--- src/rtl/alu_exec_stage.sv ---
`default_nettype none
// ============================================================================
// alu_exec_stage : registered execute stage around an external ALU, with an
//                  operand register, 2-entry result queue and overflow stats.
// Revision       : 1.0
// ============================================================================
module alu_exec_stage #(
  parameter int DATA_WIDTH = 32,
  parameter int TAG_W      = 4,
  parameter int CNT_W      = 16
) (
  input  logic                  clk,
  input  logic                  resetn,
  input  logic                  in_valid,
  output logic                  in_ready,
  input  logic [DATA_WIDTH-1:0] in_A,
  input  logic [DATA_WIDTH-1:0] in_B,
  input  logic [2:0]            in_ALUop,
  input  logic [TAG_W-1:0]      in_tag,
  output logic [DATA_WIDTH-1:0] alu_A,
  output logic [DATA_WIDTH-1:0] alu_B,
  output logic [2:0]            alu_ALUop,
  input  logic [DATA_WIDTH-1:0] alu_Result,
  input  logic                  alu_Zero,
  input  logic                  alu_Overflow,
  input  logic                  alu_CarryOut,
  output logic                  out_valid,
  input  logic                  out_ready,
  output logic [DATA_WIDTH-1:0] out_result,
  output logic                  out_zero,
  output logic                  out_overflow,
  output logic                  out_carry,
  output logic                  out_illegal,
  output logic [TAG_W-1:0]      out_tag,
  input  logic                  stat_clear,
  output logic                  ovf_sticky,
  output logic [CNT_W-1:0]      ovf_count
);

  localparam logic [2:0] OP_AND = 3'b000;
  localparam logic [2:0] OP_OR  = 3'b001;
  localparam logic [2:0] OP_ADD = 3'b010;
  localparam logic [2:0] OP_SUB = 3'b110;
  localparam logic [2:0] OP_SLT = 3'b111;

  typedef struct packed {
    logic [DATA_WIDTH-1:0] result;
    logic                  zero;
    logic                  overflow;
    logic                  carry;
    logic                  illegal;
    logic [TAG_W-1:0]      tag;
  } entry_t;

  // Operand register
  logic                  op_valid_q, op_valid_d;
  logic [DATA_WIDTH-1:0] a_q, a_d;
  logic [DATA_WIDTH-1:0] b_q, b_d;
  logic [2:0]            op_q, op_d;
  logic [TAG_W-1:0]      tag_q, tag_d;

  // Result queue
  entry_t                mem_q [2];
  entry_t                mem_d [2];
  logic                  wr_ptr_q, wr_ptr_d;
  logic                  rd_ptr_q, rd_ptr_d;
  logic [1:0]            count_q, count_d;

  // Statistics
  logic                  ovf_sticky_q, ovf_sticky_d;
  logic [CNT_W-1:0]      ovf_count_q, ovf_count_d;

  logic                  in_fire, out_fire, adv;
  logic                  is_addsub, is_legal, ovf_inc;
  entry_t                cap, head;

  always_comb begin
    out_fire = (count_q != 2'd0) & out_ready;
    adv      = op_valid_q & ((count_q != 2'd2) | out_fire);
    in_fire  = in_valid & (~op_valid_q | adv);
  end

  // Flags from the ALU are only meaningful for ADD/SUB; elsewhere they may be X.
  always_comb begin
    is_addsub    = (op_q == OP_ADD) || (op_q == OP_SUB);
    is_legal     = is_addsub || (op_q == OP_AND) || (op_q == OP_OR) || (op_q == OP_SLT);
    cap.tag      = tag_q;
    cap.illegal  = ~is_legal;
    cap.result   = is_legal  ? alu_Result   : '0;
    cap.zero     = is_legal  ? alu_Zero     : 1'b1;
    cap.overflow = is_addsub ? alu_Overflow : 1'b0;
    cap.carry    = is_addsub ? alu_CarryOut : 1'b0;
  end

  always_comb begin
    op_valid_d = op_valid_q;
    a_d        = a_q;
    b_d        = b_q;
    op_d       = op_q;
    tag_d      = tag_q;
    if (in_fire) begin
      op_valid_d = 1'b1;
      a_d        = in_A;
      b_d        = in_B;
      op_d       = in_ALUop;
      tag_d      = in_tag;
    end else if (adv) begin
      op_valid_d = 1'b0;
    end
  end

  // When full, the write slot equals the slot being popped, so a concurrent
  // write and read at count==2 keeps order intact.
  always_comb begin
    mem_d    = mem_q;
    wr_ptr_d = wr_ptr_q;
    rd_ptr_d = rd_ptr_q;
    count_d  = count_q;
    if (adv) begin
      mem_d[wr_ptr_q] = cap;
      wr_ptr_d        = ~wr_ptr_q;
    end
    if (out_fire) begin
      rd_ptr_d = ~rd_ptr_q;
    end
    case ({adv, out_fire})
      2'b10:   count_d = count_q + 2'd1;
      2'b01:   count_d = count_q - 2'd1;
      default: count_d = count_q;
    endcase
  end

  always_comb begin
    ovf_inc      = adv & cap.overflow;
    ovf_sticky_d = ovf_sticky_q;
    ovf_count_d  = ovf_count_q;
    if (stat_clear) begin
      ovf_sticky_d = ovf_inc;
      ovf_count_d  = ovf_inc ? CNT_W'(1) : '0;
    end else if (ovf_inc) begin
      ovf_sticky_d = 1'b1;
      if (ovf_count_q != {CNT_W{1'b1}}) begin
        ovf_count_d = ovf_count_q + CNT_W'(1);
      end
    end
  end

  always_ff @(posedge clk or negedge resetn) begin
    if (!resetn) begin
      op_valid_q   <= 1'b0;
      a_q          <= '0;
      b_q          <= '0;
      op_q         <= '0;
      tag_q        <= '0;
      mem_q[0]     <= '0;
      mem_q[1]     <= '0;
      wr_ptr_q     <= 1'b0;
      rd_ptr_q     <= 1'b0;
      count_q      <= 2'd0;
      ovf_sticky_q <= 1'b0;
      ovf_count_q  <= '0;
    end else begin
      op_valid_q   <= op_valid_d;
      a_q          <= a_d;
      b_q          <= b_d;
      op_q         <= op_d;
      tag_q        <= tag_d;
      mem_q        <= mem_d;
      wr_ptr_q     <= wr_ptr_d;
      rd_ptr_q     <= rd_ptr_d;
      count_q      <= count_d;
      ovf_sticky_q <= ovf_sticky_d;
      ovf_count_q  <= ovf_count_d;
    end
  end

  assign head         = mem_q[rd_ptr_q];
  assign in_ready     = ~op_valid_q | adv;
  assign alu_A        = a_q;
  assign alu_B        = b_q;
  assign alu_ALUop    = op_q;
  assign out_valid    = (count_q != 2'd0);
  assign out_result   = head.result;
  assign out_zero     = head.zero;
  assign out_overflow = head.overflow;
  assign out_carry    = head.carry;
  assign out_illegal  = head.illegal;
  assign out_tag      = head.tag;
  assign ovf_sticky   = ovf_sticky_q;
  assign ovf_count    = ovf_count_q;

endmodule
`default_nettype wire

--- config.mk ---
export PLATFORM = sky130hd
export DESIGN_NAME = alu_exec_stage
export DESIGN_NICKNAME = d
export VERILOG_FILES = /design/src/rtl/alu_exec_stage.sv
export SDC_FILE = /design/constraint.sdc
export NUM_CORES = 1
export LEC_CHECK = 0
export CAP_MARGIN = 30
export CORE_AREA = 2 2 142 144
export CTS_BUF_LIST = sky130_fd_sc_hd__clkbuf_2 sky130_fd_sc_hd__clkbuf_4 sky130_fd_sc_hd__clkbuf_8
export DETAILED_ROUTE_END_ITERATION = 6
export DIE_AREA = 0 0 144 146
export GPL_ROUTABILITY_DRIVEN = 0
export GPL_TIMING_DRIVEN = 1
export PLACE_DENSITY = 0.78
export SLEW_MARGIN = 5
export SYNTH_ARGS = -nofsm -noshare
export SYNTH_HDL_FRONTEND = slang
export SYNTH_SLANG_ARGS = --single-unit
--- constraint.sdc ---
create_clock -name clk -period 1.99 [get_ports clk]
set_input_delay 0.398 -clock clk [delete_from_list [all_inputs] [get_ports clk]]
set_output_delay 0.398 -clock clk [all_outputs]
set_load 0.02 [all_outputs]
# Word-level counts from Yosys, hierarchy flattened
# Cells that the tools add are included.
# Widths: inputs -> output; s select.
[totals]
regBits = 173
latchBits = 0
ramBits = 0
romBits = 0
inputBits = 111
output_inout_bits = 126
wordCells = 79
mem_count = 0
[classes]
addsub = 3
mul = 0
n_div = 0
magnitude_cmp = 3
eq_ne = 8
n_shift = 0
n_mux = 19
n_bitwise = 12
reduce_logical = 12
[op_table]
columns = ["cell", "count"]
rows = [
  ["$mux 40", 4],
  ["$bwmux 80", 1],
  ["$mux 16", 3],
  ["$demux 40 s1", 1],
  ["$mux 32", 1],
  ["$add 16x1->16 const B", 1],
  ["$ne 16x16->1 const B", 1],
  ["$reduce_bool 2->1", 5],
  ["$mux 1", 8],
  ["$eq 3x3->1 const B", 2],
  ["$and 1x1->1", 4],
  ["$ge 2x2->1 const B", 2],
  ["$logic_or 1x1->1", 4],
  ["$not 1->1", 4],
  ["$not 1->2", 2],
  ["$pmux 2 s2", 1],
  ["$eq 3x1->1 const B", 1],
  ["$eq 3x2->1 const B", 1],
  ["$logic_not 3->1", 1],
  ["$add 2x1->2 const B", 1],
  ["$eq 2x1->1 const B", 1],
  ["$eq 2x2->1 const B", 1],
  ["$lt 2x1->1 const B", 1],
  ["$ne 2x2->1 const B", 1],
  ["4 further kinds", 5],
]

# Depth between registers and ports, before layout
[depth]
depth_word = 7
ltp_mapped = 9
mapped_depth_nobuf = 6

# Least setup slack after synthesis
# No wires, ideal clock.
[synth_path]
path_type = "register to register"
startpoint = "reg ovf_count_q[7], in the netlist ovf_count[7]"
endpoint = "reg ovf_count_q[0], in the netlist ovf_count[0]"
setup_ps = 123
arrival_ps = 1652
t_required_ps = 1867
setup_slack_ps = 215
path_stages_with_launch = 7
n_path_buf = 1
period_less_slack_ps = 1775
path_cell_list = "dfrtp_1 -> and3_1 -> nand3_1 -> or4_4 -> buf_6 -> a21oi_1 -> a21oi_1"
[synth_between]
elab_chain_cells = 3
[synth_lines]
columns = ["element", "line", "text"]
rows = [
  ["from (decl)", "71", "logic [CNT_W-1:0] ovf_count_q, ovf_count_d;"],
  ["from (signal assigned)", "173", "ovf_count_q <= ovf_count_d;"],
  ["$ne 16x16->1", "142", "if (ovf_count_q != {CNT_W{1'b1}}) begin"],
  ["$reduce_bool 2->1 (no line)", "n/a", ""],
  ["$reduce_and 2->1 (no line)", "n/a", ""],
]
# No other way between the ends.
# A chain may end at the register's enable or synchronous reset.

# Worst setup path after layout
[layout_path]
startpoint = "reg rd_ptr_q"
endpoint = "out out_result[25]"
[layout_between]
elab_chain_cells = 4
[layout_lines]
columns = ["element", "line", "text"]
rows = [
  ["from (decl)", "66", "logic rd_ptr_q, rd_ptr_d;"],
  ["from (signal assigned)", "170", "rd_ptr_q <= rd_ptr_d;"],
  ["$not 1->2 (implied by the code)", "177", "assign head = mem_q[rd_ptr_q];"],
  ["$mux 40 (implied by the code) (3 in series)", "177", ""],
  ["to (decl)", "29", "output logic [DATA_WIDTH-1:0] out_result,"],
]
# No other way between the ends. The select of a mux whose other input is x is not followed.

==> run_summary.xml <==
<?xml version="1.0" encoding="UTF-8"?>
<metrics>
  <group name="status">
    <metric name="status" unit="">finished, violations left</metric>
    <metric name="violations" unit="">setup timing</metric>
  </group>
  <group name="floorplanning">
    <metric name="die_w" unit="um">144</metric>
    <metric name="design.portCount" unit="">237</metric>
    <metric name="core_region_area" unit="um^2">19300</metric>
    <metric name="die_area" unit="um^2">21000</metric>
    <metric name="row_count" unit="">51</metric>
    <metric name="start_util" unit="%">37.6</metric>
    <metric name="die_h" unit="um">146</metric>
  </group>
  <group name="global_route">
    <metric name="grt_util_all_layers" unit="%">17.5</metric>
    <metric name="grt_remaining_overflow" unit="">0</metric>
    <metric name="grt_antenna_before_repair" unit="">0</metric>
    <metric name="via_count_of_the_first_global_routing_pass" unit="">5709</metric>
    <metric name="global_route_wire_length_before_repair" unit="um">29100</metric>
    <metric name="grt_start_max_net_pins" unit="">50</metric>
  </group>
  <group name="synth">
    <metric name="synth-compound-area-share" unit="%">6.37</metric>
    <metric name="post_synth_inst_count" unit="">607</metric>
    <metric name="synth_area" unit="um^2">7270</metric>
    <metric name="synth_enable_flop_cells" unit="">0</metric>
    <metric name="synth_top_cells_by_count" unit="">173 x dfrtp_1, 120 x mux2_2, 118 x nand2_1, 82 x o21ai_0, 13 x xnor2_1</metric>
    <metric name="yosysTopAreaCellShare" unit="%">59.5</metric>
    <metric name="synth-seq-cells" unit="">173</metric>
    <metric name="synth_top_flop_cell" unit="">dfrtp_1</metric>
    <metric name="main_combinational_cell_family_by_area_after_synthesis" unit="">multiplexers</metric>
    <metric name="synth_sequential_area_ratio" unit="%">59.5</metric>
    <metric name="synth_fp_nets" unit="">720</metric>
    <metric name="yosysTopAreaCell" unit="">dfrtp_1</metric>
    <metric name="synth_cell_types" unit="">39</metric>
    <metric name="synth.area.mux_share" unit="%">18.6</metric>
    <metric name="syn-mean-instance-area" unit="um^2">12.0</metric>
    <metric name="synthesis.yosys.warnings" unit="">0</metric>
    <metric name="synth_xor_xnor_area_share" unit="%">1.93</metric>
    <metric name="ys_top_cells_by_area" unit="">dfrtp_1 60%, mux2_2 19%, nand2_1 6.1%</metric>
    <metric name="synth-simple-area-share" unit="%">9.98</metric>
    <metric name="post-synth-top-count-cell" unit="">dfrtp_1</metric>
    <metric name="yosys.area_share.adder" unit="%">0.344</metric>
    <metric name="synth_async_sr_flop_share" unit="%">100</metric>
  </group>
  <group name="worst_setup_path">
    <metric name="type_of_destination_of_the_critical_path" unit="">primary output</metric>
    <metric name="critical_path_class" unit="">reg -&gt; out</metric>
    <metric name="worst-path-max-fanout" unit="">8</metric>
    <metric name="cpPeakStageDelay" unit="ns">0.46</metric>
    <metric name="crit_path_top_delay_cell" unit="">dfrtp_2</metric>
    <metric name="worst_r2r_startpoint" unit="">ovf_count[9]</metric>
    <metric name="r2r_cells" unit="">5</metric>
    <metric name="cpLargestDelayFamily" unit="">flip-flops</metric>
    <metric name="critPathLaunchType" unit="">register</metric>
    <metric name="required" unit="ns">1.59</metric>
    <metric name="crit_top_cell" unit="">buf_6</metric>
    <metric name="critical_path_buf_inv_count" unit="">3</metric>
    <metric name="path_cells" unit="">buf_6, buf_12, mux2_4, buf_6</metric>
    <metric name="reg2reg_setup_slack" unit="ns">0.16</metric>
    <metric name="timing.critical_path.arrival" unit="ns">1.62</metric>
    <metric name="rr_endpoint" unit="">ovf_count[0]</metric>
  </group>
  <group name="cts">
    <metric name="worst_skew_pair.late_latency" unit="ns">0.44</metric>
    <metric name="tritoncts" unit="">done</metric>
    <metric name="clock_tree.root_cell" unit="">clkbuf_8</metric>
    <metric name="cts_made_buffers" unit="">17</metric>
    <metric name="cts.path.max_buffers" unit="">2</metric>
    <metric name="cts-htree-levels" unit="">4</metric>
    <metric name="clock_sink_count" unit="">173</metric>
    <metric name="clk_pin_slew_worst_paths" unit="ns">0.09</metric>
  </group>
  <group name="layout">
    <metric name="num_antenna_cells" unit="">0</metric>
    <metric name="post-route-cell-area" unit="um^2">10700</metric>
    <metric name="finish.utilization" unit="%">55.6</metric>
    <metric name="number_of_nets_in_the_final_layout" unit="">976</metric>
    <metric name="area_growth_syn_to_layout" unit="%">47.8</metric>
    <metric name="proportion_of_layout_cells_with_a_drive_suffix_above_1" unit="%">27.5</metric>
  </group>
  <group name="route">
    <metric name="routed_wl" unit="um">17900</metric>
    <metric name="route.detailed.drc" unit="">0</metric>
    <metric name="post_drt_via_cell_ratio" unit="">4.72</metric>
    <metric name="initialDrtViolationCount" unit="">201</metric>
    <metric name="drtPass1Iterations" unit="">5</metric>
    <metric name="ant_nets" unit="">0</metric>
    <metric name="routedWlPerCell" unit="um">15.7</metric>
    <metric name="via_count" unit="">5383</metric>
  </group>
  <group name="sta">
    <metric name="number_of_endpoints_with_negative_hold_slack_in_the_final_report" unit="">0</metric>
    <metric name="maxSlewHeadroom" unit="%">70.0</metric>
    <metric name="setup_repair_after_global_routing_missed_its_margin" unit="">yes</metric>
    <metric name="setup_viol" unit="">21</metric>
    <metric name="final_max_slew_viol_count" unit="">0</metric>
    <metric name="finalClockSkew" unit="ns">0.0151</metric>
    <metric name="tns" unit="ns">-0.376</metric>
    <metric name="worst-slew-pin-transition" unit="ns">0.450</metric>
    <metric name="post-route-min-period" unit="ns">2.02</metric>
    <metric name="post_route_setup_slack" unit="ns">-0.0295</metric>
    <metric name="fin_crit_sh" unit="%">101</metric>
    <metric name="fin_hold_ws" unit="ns">0.447</metric>
    <metric name="maxClockFrequency" unit="GHz">0.495</metric>
  </group>
  <group name="job">
    <metric name="cap_violations" unit="">0</metric>
  </group>
  <group name="power_and_ir_drop">
    <metric name="power.static_leakage" unit="nW">4.85</metric>
    <metric name="sequentialPowerShare" unit="%">36.6</metric>
    <metric name="ir_worst_vdd" unit="V">0.000534</metric>
    <metric name="clock_power_share" unit="%">18.2</metric>
    <metric name="switching_share_of_power" unit="%">34.9</metric>
    <metric name="internal_power" unit="mW">8.94</metric>
    <metric name="power_density" unit="nW/um^2">1280</metric>
    <metric name="netSwitchingPower" unit="mW">4.80</metric>
    <metric name="pwr-share-comb" unit="%">45.2</metric>
  </group>
  <group name="placed_design">
    <metric name="dp.final_hpwl" unit="um">12700</metric>
    <metric name="place.port_buffers" unit="">236</metric>
    <metric name="post_dp_cell_area" unit="um^2">10100</metric>
  </group>
  <group name="min_path">
    <metric name="hold_path.class" unit="">in -&gt; async</metric>
  </group>
</metrics>
==> how the worst max path moves through the flow <==
stage                 start              to  slack (ns)  depth (start not counted)
6_report           rd_ptr_q  out_result[25]       -0.03                          4
5_1_grt            rd_ptr_q  out_result[22]       -0.12                          4
4_1_cts            rd_ptr_q  out_result[13]       -0.15                          4
3_5_place_dp      out_ready       mem_q[58]       -0.29                          6
3_3_place_gp      out_ready       mem_q[42]       -0.24                          5
2_1_floorplan  ovf_count[7]    ovf_count[0]        0.21                          6
==> through the flow <==
| step | std cells | power [mW] | worst slack, ns |
|---|---|---|---|
| 2_1_floorplan | 607 | 8.17 | 0.215 |
| 3_3_place_gp | 1099 | 10.6 | -0.243 |
| 3_5_place_dp | 1099 | 10.7 | -0.292 |
| 4_1_cts | 1141 | 13.6 | -0.150 |
| 5_1_grt | 1141 | 14.6 | -0.119 |
| 6_report | 1141 | 13.7 | -0.0295 |
==> sequential cells by signal, summed over array words and instances (netlist names) <==
name        count
ovf_count      16
count_q         2
mem_q          80
rd_ptr_q        1
alu_A          32
alu_B          32
op_valid_q      1
alu_ALUop       3
ovf_sticky      1
wr_ptr_q        1
tag_q           4
==> cells by family (layout without fill, tap and decap cells) <==
group           Yosys count  in the layout
simple gates            163            163
mux                     120            120
flops                   173            173
compound gates           91             91
buf+inv                  42            311
fa+ha+maj                 2              2
xor+xnor                 16             16
==> cell usage in the layout (no fill, tap or decap), drive strengths merged, types with 2 or more instances in the layout <==
cell | synthesis | routed
a21oi | 2 | 2
nand4 | 3 | 3
clkinv | 0 | 7
inv | 4 | 8
clkbuf | 14 | 18
ha | 2 | 2
and4 | 3 | 3
mux2 | 120 | 120
xor2 | 3 | 3
and3 | 3 | 3
nand3b | 2 | 2
and2 | 3 | 3
or2 | 2 | 2
o21ai | 86 | 86
nand3 | 6 | 6
clkdlybuf4s50 | 0 | 182
nand2 | 119 | 119
nor3 | 5 | 5
bufinv | 0 | 2
dfrtp | 173 | 173
dlymetal6s2s | 0 | 9
dlygate4sd2 | 0 | 4
nor2 | 9 | 9
buf | 24 | 79
xnor2 | 13 | 13
==> timing repair <==
item | in CTS | in global routing
pin swaps | 0 | 0
resized for setup | 216 | 61
cloned | 3 | 0
buffers inserted | 6 | 3
hold endpoints to repair | 39 | 0
setup endpoints to repair | 44 | 55
hold buffers | 1 | 0
==> cell type report <==
cell class	instances	area [um^2]
Multi-Input combinational cell	392	2800
Inverter	4	15.0
Clock buffer	18	248
Tap cell	265	332
Clock inverter	14	156
Fill cell	1633	8590
Sequential cell	173	4330
Timing Repair Buffer	275	2870
==> power groups by stage <==
stage               clock network (mW)  registers, mW  logic, mW
CTS                               2.59           5.03       5.93
global route                      2.76           5.17       6.67
finish                            2.51           5.03       6.21
floorplan                            0           5.26       2.91
detailed placement                   0           5.10       5.63
global placement                     0           5.05       5.56
==> per-layer routing <==
metal  share of wire [%]  vias to the layer above  global-route usage [%]
met3                 6.6                       21                    5.96
met1                  43                     2628                    22.0
met2                  49                      157                    28.4
li1                    -                     2577                       -
met4                 2.0                        0                    5.59
met5                   0                        -                       0
Note: power is estimated with default switching activity, not from simulation.
